==> config.mk <==
export PLATFORM = sky130hd
export DESIGN_NAME = time_display_flat
export DESIGN_NICKNAME = d
export VERILOG_FILES = /design/src/rtl/time_pkg.sv /design/src/rtl/time_display_if.sv /design/src/rtl/time_display_bin2bcd.sv /design/src/rtl/time_display.sv /design/src/flat_wrapper.sv
export SDC_FILE = /design/constraint.sdc
export NUM_CORES = 1
export LEC_CHECK = 0
export ABC_CLOCK_PERIOD_IN_PS = 6900
export CORE_AREA = 4 4 68 95
export DETAILED_ROUTE_END_ITERATION = 7
export DIE_AREA = 0 0 72 99
export HOLD_SLACK_MARGIN = 0.06
export MAX_ROUTING_LAYER = met4
export PLACE_DENSITY = 0.89
export SYNTH_ARGS = -nofsm -noshare
export SYNTH_HDL_FRONTEND = slang
export SYNTH_HIERARCHICAL = 1
export SYNTH_SLANG_ARGS = --single-unit
==> constraint.sdc <==
create_clock -name clk -period 6.9 [get_ports clk]
set_input_delay 1.725 -clock clk [delete_from_list [all_inputs] [get_ports clk]]
set_output_delay 1.725 -clock clk [all_outputs]
set_load 0.02 [all_outputs]
==> src/rtl/time_pkg.sv <==
// Shared constants for the six-digit multiplexed time display.
// Segment codes, digit indices, colon digit positions and BCD bundle type.
package time_pkg;

  localparam int NDIG = 6;

  localparam logic [2:0] DIG_SU = 3'd0;
  localparam logic [2:0] DIG_ST = 3'd1;
  localparam logic [2:0] DIG_MU = 3'd2;
  localparam logic [2:0] DIG_MT = 3'd3;
  localparam logic [2:0] DIG_HU = 3'd4;
  localparam logic [2:0] DIG_HT = 3'd5;

  localparam logic [2:0] COLON_A = DIG_MU;
  localparam logic [2:0] COLON_B = DIG_HU;

  // {g,f,e,d,c,b,a}, entry i is the glyph for decimal digit i
  localparam logic [9:0][6:0] SEG_TBL = {
    7'b1101111,
    7'b1111111,
    7'b0000111,
    7'b1111101,
    7'b1101101,
    7'b1100110,
    7'b1001111,
    7'b1011011,
    7'b0000110,
    7'b0111111
  };

  localparam logic [6:0] SEG_DASH = 7'b1000000;
  localparam logic [6:0] SEG_ZERO = 7'b0111111;

  typedef struct packed {
    logic [3:0] tens;
    logic [3:0] units;
    logic       ovr;
  } bcd_t;

  function automatic logic [6:0] seg_code(input logic [3:0] d);
    logic [6:0] s;
    s = SEG_DASH;
    if (d <= 4'd9) s = SEG_TBL[d];
    return s;
  endfunction

endpackage

==> src/rtl/time_display_if.sv <==
// Bundle between the time counter and the display driver.
// master: drives seconds/minutes/hours, reads an/seg/dp. slave: the display.
interface time_display_if;

  logic [7:0] seconds;
  logic [7:0] minutes;
  logic [7:0] hours;
  logic [5:0] an;
  logic [6:0] seg;
  logic       dp;

  modport master (
    output seconds,
    output minutes,
    output hours,
    input  an,
    input  seg,
    input  dp
  );

  modport slave (
    input  seconds,
    input  minutes,
    input  hours,
    output an,
    output seg,
    output dp
  );

endinterface

==> src/rtl/time_display_bin2bcd.sv <==
// Combinational 8-bit binary to two-digit BCD converter.
// Ports: bin_i value in; tens_o/units_o BCD digits; ovr_o set when bin_i > 99.
module bin2bcd
  import time_pkg::*;
(
  input  logic [7:0] bin_i,
  output logic [3:0] tens_o,
  output logic [3:0] units_o,
  output logic       ovr_o
);

  logic [3:0] tens;

  // Threshold ladder instead of a divider; the range is tiny.
  always_comb begin
    tens = 4'd0;
    for (int k = 1; k < 10; k++) begin
      if (bin_i >= 8'(10 * k)) tens = 4'(k);
    end
  end

  always_comb begin
    ovr_o   = (bin_i > 8'd99);
    tens_o  = 4'd0;
    units_o = 4'd0;
    if (!ovr_o) begin
      tens_o  = tens;
      units_o = 4'(bin_i - {4'd0, tens} * 8'd10);
    end
  end

endmodule

==> src/rtl/time_display.sv <==
// Six-digit multiplexed HH:MM:SS display driver with frame snapshots.
// Ports: clk, reset (sync, active-high); bus.slave carries time in, an/seg/dp out.
module time_display
  import time_pkg::*;
#(
  parameter int SCAN_DIV = 1
) (
  input  logic           clk,
  input  logic           reset,
  time_display_if.slave  bus
);

  logic [7:0] presc_q, presc_d;
  logic [2:0] idx_q, idx_d;
  logic [7:0] sec_snap_q, sec_snap_d;
  logic [7:0] min_snap_q, min_snap_d;
  logic [7:0] hr_snap_q, hr_snap_d;
  logic [7:0] sec_prev_q;
  logic       colon_q, colon_d;
  logic [5:0] an_q, an_d;
  logic [6:0] seg_q, seg_d;
  logic       dp_q, dp_d;

  logic       wrap;
  logic       cap;
  logic [7:0] field;
  bcd_t       bcd;

  // Scan timing: digit advances once per SCAN_DIV cycles.
  always_comb begin
    wrap    = (presc_q == 8'(SCAN_DIV - 1));
    presc_d = wrap ? 8'd0 : presc_q + 8'd1;
    idx_d   = idx_q;
    if (wrap) begin
      idx_d = (idx_q >= DIG_HT) ? DIG_SU : idx_q + 3'd1;
    end
    cap = wrap && (idx_q >= DIG_HT);
  end

  // Whole-frame snapshot taken on the 5->0 step so a frame never tears.
  always_comb begin
    sec_snap_d = sec_snap_q;
    min_snap_d = min_snap_q;
    hr_snap_d  = hr_snap_q;
    if (cap) begin
      sec_snap_d = bus.seconds;
      min_snap_d = bus.minutes;
      hr_snap_d  = bus.hours;
    end
  end

  assign colon_d = colon_q ^ (bus.seconds != sec_prev_q);

  // Outputs describe idx_d so they line up with the registered index;
  // next-state snapshots are used so digit 0 shows the fresh capture.
  always_comb begin
    unique case (1'b1)
      (idx_d[2:1] == 2'd0): field = sec_snap_d;
      (idx_d[2:1] == 2'd1): field = min_snap_d;
      default:              field = hr_snap_d;
    endcase
  end

  bin2bcd u_bcd (
    .bin_i   (field),
    .tens_o  (bcd.tens),
    .units_o (bcd.units),
    .ovr_o   (bcd.ovr)
  );

  always_comb begin
    an_d  = 6'b000001 << idx_d;
    seg_d = SEG_DASH;
    if (!bcd.ovr) begin
      seg_d = seg_code(idx_d[0] ? bcd.tens : bcd.units);
    end
    dp_d = colon_d && ((idx_d == COLON_A) || (idx_d == COLON_B));
  end

  always_ff @(posedge clk) begin
    if (reset) begin
      presc_q    <= 8'd0;
      idx_q      <= DIG_SU;
      sec_snap_q <= 8'd0;
      min_snap_q <= 8'd0;
      hr_snap_q  <= 8'd0;
      sec_prev_q <= 8'd0;
      colon_q    <= 1'b1;
      an_q       <= 6'b000001;
      seg_q      <= SEG_ZERO;
      dp_q       <= 1'b0;
    end else begin
      presc_q    <= presc_d;
      idx_q      <= idx_d;
      sec_snap_q <= sec_snap_d;
      min_snap_q <= min_snap_d;
      hr_snap_q  <= hr_snap_d;
      sec_prev_q <= bus.seconds;
      colon_q    <= colon_d;
      an_q       <= an_d;
      seg_q      <= seg_d;
      dp_q       <= dp_d;
    end
  end

  assign bus.an  = an_q;
  assign bus.seg = seg_q;
  assign bus.dp  = dp_q;

endmodule

==> src/flat_wrapper.sv <==
// flat-port wrapper written by rule: the top's interface ports become plain ports
module time_display_flat import time_pkg::*;
#(
  parameter int SCAN_DIV = 1
)
  (clk, reset, bus_seconds, bus_minutes, bus_hours, bus_an, bus_seg, bus_dp);
  time_display_if bus_i ();
  input  logic clk;
  input  logic reset;
  input wire logic [$bits(bus_i.seconds)-1:0] bus_seconds;
  input wire logic [$bits(bus_i.minutes)-1:0] bus_minutes;
  input wire logic [$bits(bus_i.hours)-1:0] bus_hours;
  output wire logic [$bits(bus_i.an)-1:0] bus_an;
  output wire logic [$bits(bus_i.seg)-1:0] bus_seg;
  output wire logic [$bits(bus_i.dp)-1:0] bus_dp;
  assign bus_i.seconds = bus_seconds;
  assign bus_i.minutes = bus_minutes;
  assign bus_i.hours = bus_hours;
  assign bus_an = bus_i.an;
  assign bus_seg = bus_i.seg;
  assign bus_dp = bus_i.dp;
  time_display #(.SCAN_DIV(SCAN_DIV)) u_core (.clk(clk), .reset(reset), .bus(bus_i));
endmodule
After elaboration in Yosys (flattened, before gate mapping)
Memory sizes are Yosys's and may differ from the RTL's.
Index checks and enable logic that the tools add are counted.
{"block": "word_totals", "output_inout_bits": 14, "word_cells": 61, "memories": 1, "in_bits": 26, "romBits": 112, "regBits": 58}
{"block": "op_classes", "order_cmp": 13, "mux": 21, "shift": 1, "n_eq_ne": 4, "n_reduce_logical": 6, "n_addsub": 3, "bitwise": 1, "n_mul": 1}
{"memory": "(name not given)", "words": 16, "word_bits": 7, "read_ports": 1, "rd_ports_with_merged_regs": 0, "write_ports": 0, "line_no": "time_pkg.sv:43", "text": "if (d <= 4'd9) s = SEG_TBL[d];"}
{"op": "$mux 4", "n": 11}
{"op": "$ge 8x6->1 const B", "n": 3}
{"op": "$ge 8x7->1 const B", "n": 3}
{"op": "$mux 8", "n": 3}
{"op": "$mux 7", "n": 3}
{"op": "$ge 8x5->1 const B", "n": 2}
{"op": "$pmux 8 s2", "n": 1}
{"op": "$add 8x1->8 const B", "n": 1}
{"op": "$ge 8x4->1 const B", "n": 1}
{"op": "$gt 8x7->1 const B", "n": 1}
{"op": "$logic_not 8->1", "n": 1}
{"op": "$ne 8x8->1", "n": 1}
{"op": "$mux 3", "n": 2}
{"op": "$shl 1x3->6 const A", "n": 1}
{"op": "$lt 4x5->1 const B", "n": 1}
{"op": "$le 4x4->1 const B", "n": 1}
{"op": "$mul 4x3->3 const B", "n": 1}
{"op": "$sub 4x4->4", "n": 1}
{"op": "$add 3x1->3 const B", "n": 1}
{"op": "$eq 3x2->1 const B", "n": 1}
{"op": "$eq 3x3->1 const B", "n": 1}
{"op": "$ge 3x3->1 const B", "n": 1}
{"op": "$eq 2x1->1 const B", "n": 1}
{"op": "$logic_and 1x1->1", "n": 2}
{"op": "5 further kinds", "n": 5}

Longest topological paths before layout
{"block": "depth", "word_depth": 23, "ltp_mapped": 26, "mapped_depth_nobuf": 24}

By module
Netlist, hierarchy kept.
{"module": "time_display", "cells_per_inst": 296, "n_inst": 1, "seq_area_each_um2": 1161.1, "area_each_um2": 2605.0}
{"module": "bin2bcd", "cells_per_inst": 55, "n_inst": 1, "seq_area_each_um2": 0.0, "area_each_um2": 386.6}

Worst setup path after synthesis
Ideal clock, no wire load.
{"block": "synth_path", "kind": "reg-to-reg", "start": "register u_core.idx_q[1]", "end": "register u_core.seg_q[0] (netlist: u_core/bus.seg[0])", "setup_time_ns": 0.058, "path_buffers": 2, "stages_incl_launch_ff": 25, "t_arrival_ns": 5.341, "synth_period_minus_slack_ns": 5.400, "required_ns": 6.842, "path_slack_ns": 1.500, "path_cell_list": "dfxtp_1 > inv_1 > ha_1 > o31ai_4 > nand3_4 > o22ai_1 > buf_2 > mux2i_1 > nor2_1 > nor3b_1 > a31oi_1 > buf_4 > and2b_4 > nand2b_1 > a311oi_1 > a21oi_1 > or2_1 > fa_1 > o41a_2 > mux2i_1 > mux2i_1 > mux2i_2 > nor2_1 > a2111oi_0 > a211o_1"}
{"element": "start: declaration", "line_no": "time_display.sv:14", "text": "logic [2:0] idx_q, idx_d;"}
{"element": "start signal: assignment", "line_no": "time_display.sv:94", "text": "idx_q <= idx_d;"}
{"element": "end signal: assignment", "line_no": "time_display.sv:101", "text": "seg_q <= seg_d;"}
{"element": "end: declaration", "line_no": "time_display.sv:21", "text": "logic [6:0] seg_q, seg_d;"}

==> flow_summary.json <==
{
  "hold_viol_final": 0,
  "htreeDepth": 3,
  "crit_buf_inv": 2,
  "slowest_stage": "a31oi_1",
  "die_w_um": 72,
  "routed_wl_mm": 6.58,
  "ys_warn_count": 6,
  "area_growth_pct": 21.7,
  "diodes": 0,
  "rsz0062_at_grt": "no",
  "cts-root-buf": "clkbuf_8",
  "drc": 0,
  "grtUsageTotal": 0.205,
  "crit_chain": "clkdlybuf4s50_1 > nand2_1 > nor3b_1 > a31oi_1 > nor2b_1 > o211ai_1 > a31oi_1 > a311o_1 > ha_1 > inv_1 > fa_1 > o41a_2 > mux2i_1 > mux2i_1 > mux2i_2 > nor2_1 > a2111oi_0 > a211o_1",
  "power.leakage_nw": 1.38,
  "synth_flop_cell": "dfxtp_1",
  "drv_slew": 0,
  "design_area_mm2": 0.00364,
  "crit_path_max_fanout": 10,
  "layout_commonest_cell": "dfxtp_1",
  "ctsResizeCount": 0,
  "worstRegToRegCells": 22,
  "irDropWorstVdd_mv": 0.179,
  "synth_cell_types": 60,
  "cts_tree": "built",
  "crit_arrival_ns": 6.31,
  "cts_buffers": 9,
  "vias_per_cell": 5.62,
  "fin_setup_tns_ns": 0,
  "wire_per_inst_um": 14.2,
  "startpoint_type": "primary input",
  "vias": 2603,
  "portBuffers": 39,
  "grt_pass1_vias": 2607,
  "setup_slack_ns": 0.867,
  "path_class": "primary input to flip-flop",
  "synth_nets": 384,
  "synth_edf_count": 0,
  "post_cts_buffers": 0,
  "crit_required_ns": 7.18,
  "setup_violations": 0,
  "max-slew-margin-rel": 0.382,
  "dpl-instance-area_mm2": 0.00345,
  "dp_worst_setup_slack_ns": 0.647,
  "hold_path_depth": 2,
  "ios": 40,
  "synthArstFlopShare": 0,
  "worstSetupEndpointType": "flip-flop",
  "fin_skew_ns": 0.00737,
  "synth_area_leaders": "dfxtp_1 (39%), nand2_1 (7.0%), mux2i_1 (6.0%), a21oi_1 (5.7%), xor2_1 (3.8%)",
  "run_status": "complete, no violations",
  "period_needed_ns": 6.03,
  "cts.sinks": 58,
  "dp_hpwl_mm": 4.84,
  "layout_common_cells": "dfxtp_1 (58), nand2_1 (56), clkdlybuf4s50_1 (39)",
  "rows": 32,
  "synth_top_area_share": 0.388,
  "power_density_mw_per_mm2": 320,
  "grt-ovfl-total": 0,
  "coreArea_mm2": 0.00553,
  "period_share": 0.874,
  "hold_class": "flip-flop to flip-flop",
  "synth_seq_cells": 58,
  "grt_max_degree": 45,
  "clk_transition_reported_paths_ns": 0.06,
  "ant_nets": 0,
  "final_nets": 425,
  "cts_buffer_depth": 2,
  "layout-drive-gt1-share": 0.109,
  "cp.depth": 18,
  "grt_antenna_before_repair": 0,
  "initial_utilization": 0.541,
  "holdBufCountCts": 0,
  "max_cap_viol_count": 0,
  "syn-cell-area_mm2": 0.00299,
  "ys_seq_area_frac": 0.388,
  "drtPass1Iterations": 5,
  "cpPeakStageDelay_ns": 0.62,
  "worst_pin_slew_ns": 0.920,
  "gp_congestion": 0.854,
  "synth.largest_area_cell": "dfxtp_1",
  "fmax_mhz": 166,
  "syn_avg_cell_area_um2": 8.52,
  "netlist_instances": 351,
  "timing.critical_path.max_delay_family": "compound AO/OA/AOI/OAI gates",
  "drt_iter0_markers": 202,
  "dieHeight_um": 99,
  "die_area_mm2": 0.00713,
  "insertion_delay_ns": 0.34,
  "grt_pass1_wl_mm": 11.3
}
## flip-flops by register name (all words and copies together) (netlist names)
signal	flops
u_core/hr_snap_q	8
u_core/colon_q	1
u_core/sec_prev_q	8
u_core/idx_q	3
u_core/bus.dp	1
u_core/bus.seg	7
u_core/presc_q	8
u_core/min_snap_q	8
u_core/bus.an	6
u_core/sec_snap_q	8
## kinds of logic after synthesis
group                    after synthesis  share of synthesized area
AND/OR/NAND/NOR                      140                      0.241
AO/OA/AOI/OAI                         78                      0.166
flip-flops                            58                      0.388
buffers and inverters                 30                     0.0439
multiplexers                          23                     0.0857
XOR/XNOR                              15                     0.0439
adder cells (fa/ha/maj)                7                     0.0318
## per-stage QoR
step	power, mW	cells	utilization	hold WS, ns
CTS	1.17	463	0.659	0.457
finish	1.17	463	0.659	0.459
global route	1.24	463	0.659	0.482
detailed placement	0.859	449	0.625	0.447
global placement	0.842	449	0.625	0.442
floorplan	0.733	351	-	0.436
## cell usage after synthesis (all sizes together), types with 2 or more instances
cell,n
nor3b,9
and3,3
a21o,2
xnor2,2
nor2,29
nand2,56
nor2b,9
nor3,5
inv,12
nand2b,4
o21ai,13
nor4,5
o211ai,2
mux2,2
buf,8
o31ai,3
clkbuf,10
and2,7
dfxtp,58
ha,6
a31oi,10
a21oi,36
nand3,6
a2111oi,2
mux2i,21
xor2,13
## worst min-delay path: stages (launching register included)
cell,delay [ns]
dfxtp_1,0.31
nand2_1,0.05
a21oi_1,0.05
## metal layers
metal / global-route usage / wire length (um) / vias up
met1: 0.214 / 2590 / 1211
met4: 0.0926 / 201 / 0
met5: - / 0 / -
met2: 0.354 / 3490 / 70
li1: - / - / 1304
met3: 0.0541 / 292 / 18
## power breakdown
group	switching, mW	leakage, nW	internal [mW]
logic	0.270	0.805	0.218
clock network	0.123	0.101	0.181
registers	0.0100	0.473	0.364
## final cells by class
class	instances	area, um^2
multi-input cells	263	1700
flip-flops and latches	58	1160
clock inverters	3	40.0
clock buffers	11	151
fillers	446	1880
inverters	12	45.0
repair buffers	48	458
well taps	68	85.1
## worst paths after layout
check / from / to / slack [ns]
worst max-delay path: bus_seconds[4] / u_core/bus.seg[0]$_SDFF_PP1_ / 0.87
worst min-delay path: u_core/min_snap_q[0]$_SDFF_PP0_ / u_core/min_snap_q[0]$_SDFF_PP0_ / 0.46
worst max register to register: u_core/presc_q[0]$_SDFF_PP0_ / u_core/bus.seg[0]$_SDFF_PP1_ / 0.93
worst min register to register: u_core/min_snap_q[0]$_SDFF_PP0_ / u_core/min_snap_q[0]$_SDFF_PP0_ / 0.46
Note: power is estimated with default switching activity, not from simulation.
